==> config.mk <==
export PLATFORM = sky130hd
export DESIGN_NAME = phase_timer_bank_flat
export DESIGN_NICKNAME = d
export VERILOG_FILES = /design/src/rtl/phase_timer_bank_if.sv /design/src/rtl/phase_timer_bank.sv /design/src/flat_wrapper.sv
export SDC_FILE = /design/constraint.sdc
export NUM_CORES = 1
export LEC_CHECK = 0
export ABC_AREA = 1
export BUFFER_PORTS_ARGS = -buffer_cell sky130_fd_sc_hd__buf_4
export CORE_ASPECT_RATIO = 1.25
export CORE_MARGIN = 1.5
export CORE_UTILIZATION = 30
export DETAILED_ROUTE_END_ITERATION = 12
export HOLD_SLACK_MARGIN = 0.05
export SLEW_MARGIN = 10
export SYNTH_ARGS = -nofsm -noshare
export SYNTH_HDL_FRONTEND = slang
export SYNTH_SLANG_ARGS = --single-unit
export TNS_END_PERCENT = 10
==> constraint.sdc <==
create_clock -name clk -period 2.5 [get_ports clk]
set_input_delay 0.5 -clock clk [delete_from_list [all_inputs] [get_ports clk]]
set_output_delay 0.5 -clock clk [all_outputs]
set_load 0.02 [all_outputs]
==> src/rtl/phase_timer_bank_if.sv <==
// Control and status bundle for the phase_timer_bank timer channels.
interface phase_timer_bank_if #(
    parameter int NCH   = 4,
    parameter int CNT_W = 8
);
    // Control: tick is a one-cycle global strobe. start and cancel are per-channel
    // one-cycle requests sampled on every rising edge. pause is a level hold.
    // There is no backpressure: the timer accepts every request on the cycle it is seen.
    // Status: expired and any_expired are registered one-cycle pulses.
    // busy and remaining follow the channel registers directly.
    logic                   tick;
    logic [NCH-1:0]         start;
    logic [NCH-1:0]         cancel;
    logic [NCH-1:0]         pause;
    logic [NCH-1:0]         auto_reload;
    logic [NCH*CNT_W-1:0]   load_value;
    logic [NCH-1:0]         expired;
    logic [NCH-1:0]         busy;
    logic [NCH*CNT_W-1:0]   remaining;
    logic                   any_expired;

    modport master (
        output tick, start, cancel, pause, auto_reload, load_value,
        input  expired, busy, remaining, any_expired
    );

    modport slave (
        input  tick, start, cancel, pause, auto_reload, load_value,
        output expired, busy, remaining, any_expired
    );
endinterface

==> src/rtl/phase_timer_bank.sv <==
// Bank of independent down-counting timers sharing one tick strobe.
// Each channel runs an IDLE/RUN/HOLD FSM with one-shot or periodic reload.
module phase_timer_bank #(
    parameter int NCH   = 4,
    parameter int CNT_W = 8
) (
    input  logic               clk,
    input  logic               reset,
    phase_timer_bank_if.slave  tmr,
    output logic [2*NCH-1:0]   dbg_state_o
);
    typedef enum logic [1:0] {
        ST_IDLE = 2'd0,
        ST_RUN  = 2'd1,
        ST_HOLD = 2'd2
    } state_e;

    state_e           state_q    [NCH];
    state_e           state_d    [NCH];
    logic [CNT_W-1:0] count_q    [NCH];
    logic [CNT_W-1:0] count_d    [NCH];
    logic [CNT_W-1:0] reload_q   [NCH];
    logic [CNT_W-1:0] reload_d   [NCH];
    logic [NCH-1:0]   periodic_q;
    logic [NCH-1:0]   periodic_d;
    logic [NCH-1:0]   expired_q;
    logic [NCH-1:0]   expired_d;
    logic             any_expired_q;

    always_comb begin
        for (int i = 0; i < NCH; i++) begin
            state_d[i]    = state_q[i];
            count_d[i]    = count_q[i];
            reload_d[i]   = reload_q[i];
            periodic_d[i] = periodic_q[i];
            expired_d[i]  = 1'b0;
            if (tmr.cancel[i]) begin
                state_d[i] = ST_IDLE;
                count_d[i] = '0;
            end else if (tmr.start[i]) begin
                // A zero load is an immediate expiry; the channel never becomes busy.
                if (tmr.load_value[i*CNT_W +: CNT_W] == '0) begin
                    expired_d[i] = 1'b1;
                    state_d[i]   = ST_IDLE;
                    count_d[i]   = '0;
                end else begin
                    count_d[i]    = tmr.load_value[i*CNT_W +: CNT_W];
                    reload_d[i]   = tmr.load_value[i*CNT_W +: CNT_W];
                    periodic_d[i] = tmr.auto_reload[i];
                    state_d[i]    = ST_RUN;
                end
            end else begin
                case (state_q[i])
                    ST_RUN: begin
                        if (tmr.pause[i]) begin
                            state_d[i] = ST_HOLD;
                        end else if (tmr.tick) begin
                            if (count_q[i] == CNT_W'(1)) begin
                                expired_d[i] = 1'b1;
                                if (periodic_q[i]) begin
                                    count_d[i] = reload_q[i];
                                end else begin
                                    count_d[i] = '0;
                                    state_d[i] = ST_IDLE;
                                end
                            end else begin
                                count_d[i] = count_q[i] - CNT_W'(1);
                            end
                        end
                    end
                    // Leaving HOLD costs one cycle; a tick seen here is not counted.
                    ST_HOLD: begin
                        if (!tmr.pause[i]) begin
                            state_d[i] = ST_RUN;
                        end
                    end
                    default: begin
                    end
                endcase
            end
        end
    end

    always_ff @(posedge clk) begin
        if (reset) begin
            for (int i = 0; i < NCH; i++) begin
                state_q[i]  <= ST_IDLE;
                count_q[i]  <= '0;
                reload_q[i] <= '0;
            end
            periodic_q    <= '0;
            expired_q     <= '0;
            any_expired_q <= 1'b0;
        end else begin
            for (int i = 0; i < NCH; i++) begin
                state_q[i]  <= state_d[i];
                count_q[i]  <= count_d[i];
                reload_q[i] <= reload_d[i];
            end
            periodic_q    <= periodic_d;
            expired_q     <= expired_d;
            any_expired_q <= |expired_d;
        end
    end

    always_comb begin
        tmr.busy      = '0;
        tmr.remaining = '0;
        dbg_state_o   = '0;
        for (int i = 0; i < NCH; i++) begin
            tmr.busy[i]                      = (state_q[i] != ST_IDLE);
            tmr.remaining[i*CNT_W +: CNT_W]  = count_q[i];
            dbg_state_o[2*i +: 2]            = state_q[i];
        end
    end

    assign tmr.expired     = expired_q;
    assign tmr.any_expired = any_expired_q;
endmodule

==> src/flat_wrapper.sv <==
// flat-port wrapper written by rule: the top's interface ports become plain ports
module phase_timer_bank_flat 
#(
    parameter int NCH   = 4,
    parameter int CNT_W = 8
)
  (clk, reset, dbg_state_o, tmr_tick, tmr_start, tmr_cancel, tmr_pause, tmr_auto_reload, tmr_load_value, tmr_expired, tmr_busy, tmr_remaining, tmr_any_expired);
  phase_timer_bank_if #(.NCH(NCH), .CNT_W(CNT_W)) tmr_i ();
  input  logic clk;
  input  logic reset;
  output logic [2*NCH-1:0] dbg_state_o;
  input wire logic [$bits(tmr_i.tick)-1:0] tmr_tick;
  input wire logic [$bits(tmr_i.start)-1:0] tmr_start;
  input wire logic [$bits(tmr_i.cancel)-1:0] tmr_cancel;
  input wire logic [$bits(tmr_i.pause)-1:0] tmr_pause;
  input wire logic [$bits(tmr_i.auto_reload)-1:0] tmr_auto_reload;
  input wire logic [$bits(tmr_i.load_value)-1:0] tmr_load_value;
  output wire logic [$bits(tmr_i.expired)-1:0] tmr_expired;
  output wire logic [$bits(tmr_i.busy)-1:0] tmr_busy;
  output wire logic [$bits(tmr_i.remaining)-1:0] tmr_remaining;
  output wire logic [$bits(tmr_i.any_expired)-1:0] tmr_any_expired;
  assign tmr_i.tick = tmr_tick;
  assign tmr_i.start = tmr_start;
  assign tmr_i.cancel = tmr_cancel;
  assign tmr_i.pause = tmr_pause;
  assign tmr_i.auto_reload = tmr_auto_reload;
  assign tmr_i.load_value = tmr_load_value;
  assign tmr_expired = tmr_i.expired;
  assign tmr_busy = tmr_i.busy;
  assign tmr_remaining = tmr_i.remaining;
  assign tmr_any_expired = tmr_i.any_expired;
  phase_timer_bank #(.NCH(NCH), .CNT_W(CNT_W)) u_core (.clk(clk), .reset(reset), .tmr(tmr_i), .dbg_state_o(dbg_state_o));
endmodule
==> results of run 1 <==
## cell usage after synthesis (2+ instances only)
master and n:
nand2_1 159, nor2_1 128, inv_1 121, dfxtp_1 81
nand3_1 71, a21oi_1 59, o21ai_0 40, nand4_1 14
inv_2 11, o21ai_1 10, buf_2 8, ha_1 8
nand2_2 8, a21oi_2 7, nor2_2 7, nor2_4 7
o211ai_1 7, clkbuf_1 5, buf_6 4, o2111ai_1 4
buf_4 3, nand3_2 3, xnor2_1 3, xor2_1 3
and2_1 2, nor4_1 2, o21a_1 2, o221ai_1 2
o31ai_1 2
## per-stage QoR
stage / std cells / hold slack [ns]
2_1_floorplan: 791 / 0.4351
3_3_place_gp: 1087 / 0.4619
3_5_place_dp: 1087 / 0.4641
4_1_cts: 1103 / 0.3701
5_1_grt: 1103 / 0.3889
6_report: 1103 / 0.3794
## logic make-up after synthesis
group / count (synthesis)
compound gates: 136
xor+xnor: 6
fa+ha+maj: 8
buf+inv: 155
flops: 81
simple gates: 405
## worst paths after layout
check	slack, ns	end	startpoint
worst max-delay path	0.85	u_core.tmr.any_expired	u_core.count_q[0][16]
worst min register to register	0.48	u_core.reload_q[0][3]	u_core.reload_q[0][3]
worst min-delay path	0.38	u_core.periodic_q[1]	tmr_auto_reload[1]
worst max register to register	0.85	u_core.tmr.any_expired	u_core.count_q[0][16]
## metal layers
metal | global-route usage | vias to the layer above | wire length, µm
li1 | - | 2707 | -
met1 | 0.2065 | 2241 | 6515
met2 | 0.2778 | 100 | 6711
met3 | 0.02174 | 17 | 400
met4 | 0.07378 | 0 | 298
met5 | 0 | - | 0
## power breakdown
part / internal (mW) / switching, mW / leakage [nW]
clock network: 0.798 / 0.552 / 0.142
registers: 1.36 / 0.0720 / 0.665
logic: 0.265 / 0.415 / 2.16
total: 2.42 / 1.04 / 2.97
## worst reg2reg max path, delay by kind of cell (launching register included)
| family | cells | cell delay, ns |
|---|---|---|
| and+or+nand+nor | 4 | 0.61 |
| DFF | 1 | 0.44 |
| adders and majority gates | 1 | 0.21 |
| AOI/OAI and AO/OA | 1 | 0.18 |
| buffers and inverters | 1 | 0.14 |
## layout make-up
| class | instances | area share |
|---|---|---|
| clock buffer | 11 | 0.03943 |
| clock inverter | 5 | 0.008943 |
| inverter | 134 | 0.08211 |
| multi-input combinational | 555 | 0.4390 |
| sequential | 81 | 0.2634 |
| tap | 216 | 0.04390 |
| timing repair buffer | 101 | 0.1232 |
## sequential cells by signal, indices dropped and copies added (netlist names)
signal and flops:
u_core.count_q 32, u_core.tmr.any_expired 1, u_core.state_q 8, u_core.reload_q 32, u_core.periodic_q 4, u_core.tmr.expired 4
==> results.txt, run 1 <==
Layout Area Growth over Synthesis: 24.09%
Detailed Place HPWL: 10.67 mm
Setup Slack @ Placement: 0.5942 ns
global-route wire length before repair: 22.85 mm
CP max-delay cell: dfxtp_1
cell area after layout: 6156 µm²
Compound-Gate Fraction of Synth Area: 0.1538
number of iterations in the first detailed-routing pass: 4
fin nets: 941
Max Cap Viol: 0
post-route ant nets: 0
FF+latch area: 1622 µm²
top cells by area, synth: dfxtp_1 33%, nand2_1 12%, nor2_1 9.7%
max frequency: 607.2 MHz
Die X: 118.0 µm
commonest non-fill, non-tap cell in the layout: nand2_1
DRT iter0 DRCs: 267
GRT Overall Usage: 0.1635
H-Tree Depth: 3
Rel. slew slack: 0.5072
CP max FO: 11
Net Count, Synth: 850
share of the synthesized area in the top cell type: 0.3269
hold_buf cts: 0
critical path's top delay family: simple AND/OR/NAND/NOR gates
post-synthesis simple-gate area fraction: 0.3602
GPL Wtd Cong: 0.8417
Final Power: 3.464 mW
CP bufs+invs: 1
ys async rst share: 0
Worst Path Required: 2.78 ns
Synth Register Bits: 81
fill count: 1,785
antenna violations before repair: 0
worst vdd ir: 0.2514 mV
final setup vio count: 0
cell area after synthesis: 4961 µm²
Synth area leader: dfxtp_1
CTS buffer count: 9
Placement Cell Area: 5858 µm²
P per Cell Area: 562.6 nW/µm²
Post-Synth Adder-Cell Area: 0.02018
clk buf depth: 2
Core Area: 16,200 µm²
total wire length: 13.93 mm
I/O pin cnt: 100
Worst-Margin Slew: 0.7364 ns
vias in the first global route: 4,667
worst hold path class: input pin to flop
Routed WL per cell: 12.63 µm
Setup Fix Bufs, Post-CTS: 0
Clk pin slew, worst setup/hold paths: 0.06 ns
r2r worst-path depth: 7
Critical Path AT: 1.93 ns
RSZ-0062 raised after global routing: false
hold path cells: 3
root buffer cell: clkbuf_16
Worst-Skew Late Latency: 0.35 ns
register area share after synthesis: 0.3269
Starting Density: 0.3062
Die ar.: 17,320 µm²
crit path capture type: flop
Sink Count: 81
cell leakage power: 2.970 nW
worst-path cell chain: ha_1, nand2_1, nor2_4, inv_1, o21ai_0, nand3_1, nand4_1
status: complete, no violations
ys flop type: dfxtp_1
drt via density: 4.592
mux share of post-synthesis cell area: 0
Hold Vio Cnt, Final: 0
largest family of logic cells by synthesized area: simple AND/OR/NAND/NOR gates
fin util: 0.3800
Synth Area in XOR/XNOR: 0.01059
Final period util: 0.6587
maximum number of pins on one net before global-route repair: 19
CTS tree: done
total vias in the final route: 5,065
# resized after CTS: 0
Die Y: 146.8 µm
area occupied by multi-input gates: 2703 µm²
setup ws final: 0.8532 ns
commonest cells after routing, fill and taps aside: 159 x nand2_1, 128 x nor2_1, 121 x inv_1, 101 x buf_4, 81 x dfxtp_1
CP Class: flop to flop
Post-synth EDFFs: 0
syn avg cell area: 6.272 µm²
slowest stage delay, CP: 0.44 ns
total negative slack: 0 ns
crit path time final: 1.647 ns
Gate Count Post-Synth: 791
Layout Skew: 0.003449 ns
Congestion Overflow GR: 0
number of antenna diodes: 0
Critical Path Source Type: flop
share of cells above drive strength 1: 0.1815
Rows: 52
Slew Limit Fails: 0
Synth cell types: 39
critical path depth: 7
synth warn: 0
PortBufs: 99
DRC Markers: 0
No activity file was read; power rests on OpenSTA's default activity.
==> run 2, diff against run 1 <==
- clock period: 2.5 -> 1.6 ns (I/O delays scaled with it)
==> results.txt, run 2 (synthesis gave the netlist of run 1 again) <==
Slew Limit Fails: 0
Post-Layout Cell Count: 1,136
drt via density: 4.595
cell area after layout: 6459 µm²
Clk pin slew, worst setup/hold paths: 0.06 ns
Die ar.: 17,320 µm²
GRT Overall Usage: 0.1699
r2r worst-path depth: 8
r2r startpoint: u_core.count_q[0][17]
Rel. slew slack: 0.4960
Layout Skew: 0.008496 ns
sw power: 1.643 mW
RSZ-0062 raised after global routing: true
CTS tree: done
Critical Path Source Type: flop
total wire length: 14.37 mm
DRT iter0 DRCs: 314
P per Cell Area: 863.0 nW/µm²
worst vdd ir: 0.4218 mV
commonest non-fill, non-tap cell in the layout: nand2_1
power share of the clock group: 0.394
Int Pwr: 3.931 mW
GPL Wtd Cong: 0.8935
Worst-Skew Late Latency: 0.35 ns
Setup Slack @ Placement: -0.1119 ns
root buffer cell: clkbuf_16
CTS buffer count: 9
commonest cells after routing, fill and taps aside: 159 x nand2_1, 132 x buf_4, 128 x nor2_1, 118 x inv_1, 80 x dfxtp_1
Die X: 118.0 µm
# placed instances: 1,118
Critical R2R Capture: u_core.tmr.any_expired
Starting Density: 0.3062
antenna violations before repair: 0
Die Y: 146.8 µm
Routed WL per cell: 12.65 µm
Detailed Place HPWL: 11.07 mm
Final period util: 0.9456
DRC Markers: 0
crit path capture type: output port
Sink Count: 81
Congestion Overflow GR: 0
CP max FO: 4
I/O pin cnt: 100
clk buf depth: 2
global-route wire length before repair: 24.01 mm
share of cells above drive strength 1: 0.2185
CP max-delay cell: dfxtp_1
number of antenna diodes: 0
Placement Cell Area: 6116 µm²
Crit path top cell by count: buf_4
cell leakage power: 3.160 nW
Hold Vio Cnt, Final: 0
post-route ant nets: 0
CP Class: flop to output port
total vias in the final route: 5,220
fin nets: 974
final setup vio count: 0
Worst-Margin Slew: 0.7532 ns
hold path cells: 3
worst hold path class: input pin to flop
Core Area: 16,200 µm²
H-Tree Depth: 3
Regs by FF count: u_core.count_q x32, u_core.reload_q x32, u_core.state_q x8
status: complete, no violations
Comb pwr share: 0.206
Layout Area Growth over Synthesis: 30.19%
slowest stage delay, CP: 0.34 ns
Net Sw Frac: 0.2948
Worst Hold Path EP: u_core.periodic_q[2]
Max Cap Viol: 0
hold path start: tmr_auto_reload[2]
Critical Path AT: 1.19 ns
worst-path cell chain: buf_4, nor2_1, inv_1, buf_4
Reg2Reg Setup Slack: 0.11 ns
max frequency: 660.9 MHz
Rows: 52
number of iterations in the first detailed-routing pass: 5
maximum number of pins on one net before global-route repair: 19
crit path time final: 1.513 ns
setup ws final: 0.08702 ns
Worst Path Required: 1.28 ns
PortBufs: 99
vias in the first global route: 5,070
Final Power: 5.574 mW
Reg power frac: 0.399
## run 2: worst max-delay path: cells and delay by family (launching register included)
kind,cells,cell delay (ns)
flops,1,0.34
buf+inv,3,0.37
simple gates,1,0.13
## run 2: final cells by class
type / count / area [µm²]
clock buffers: 12 / 266.5
clock inverters: 4 / 50.05
fillers: 1754 / 9742
inverters: 134 / 505.5
multi-input cells: 555 / 2713
flip-flops and latches: 81 / 1623
well taps: 216 / 270.3
repair buffers: 134 / 1031
## run 2: what timing repair did
item	CTS	global route
setup buffers	2	0
hold buffers	0	0
hold endpoints to repair	0	0
pin swaps	1	3
setup endpoints to repair	1	18
resized for setup	0	6
## run 2: power by group through the flow
stage          Combinational (mW)  Clock [mW]  Sequential [mW]
2_1_floorplan               0.678           0             2.30
3_3_place_gp                 1.14           0             2.27
3_5_place_dp                 1.14           0             2.27
4_1_cts                      1.15        2.25             2.22
5_1_grt                      1.29        2.35             2.24
6_report                     1.15        2.20             2.23
## run 2: stage by stage
| stage | hold slack [ns] | utilization | setup TNS, ns |
|---|---|---|---|
| 2_1_floorplan | 0.3891 | - | 0 |
| 3_3_place_gp | 0.4653 | 0.3775 | -0.8681 |
| 3_5_place_dp | 0.4697 | 0.3775 | -0.7495 |
| 4_1_cts | 0.1932 | 0.3980 | 0 |
| 5_1_grt | 0.2118 | 0.3987 | -0.02726 |
| 6_report | 0.1994 | 0.3987 | 0 |
## run 2: worst max-delay path by stage
stage                             endpoint                  start  cells after the start  slack, ns
detailed placement    u_core.periodic_q[1]     tmr_load_value[15]                      8      -0.11
global route        u_core.tmr.any_expired   u_core.count_q[0][9]                      8      -0.03
finish                         tmr_busy[2]   u_core.state_q[2][1]                      4       0.09
floorplan            u_core.count_q[0][24]  u_core.count_q[0][24]                      9       0.14
global placement     u_core.reload_q[1][1]     tmr_load_value[12]                      8      -0.11
CTS                 u_core.tmr.any_expired  u_core.count_q[0][17]                      8       0.05
## run 2: layer usage
layer,up-vias,global-route usage,routed length [µm],share of wire
met4,0,0.06951,270,0.019
met1,2335,0.2011,6441,0.45
li1,2765,-,-,-
met2,102,0.3044,7125,0.50
met3,18,0.02756,537,0.037
met5,-,0,0,0
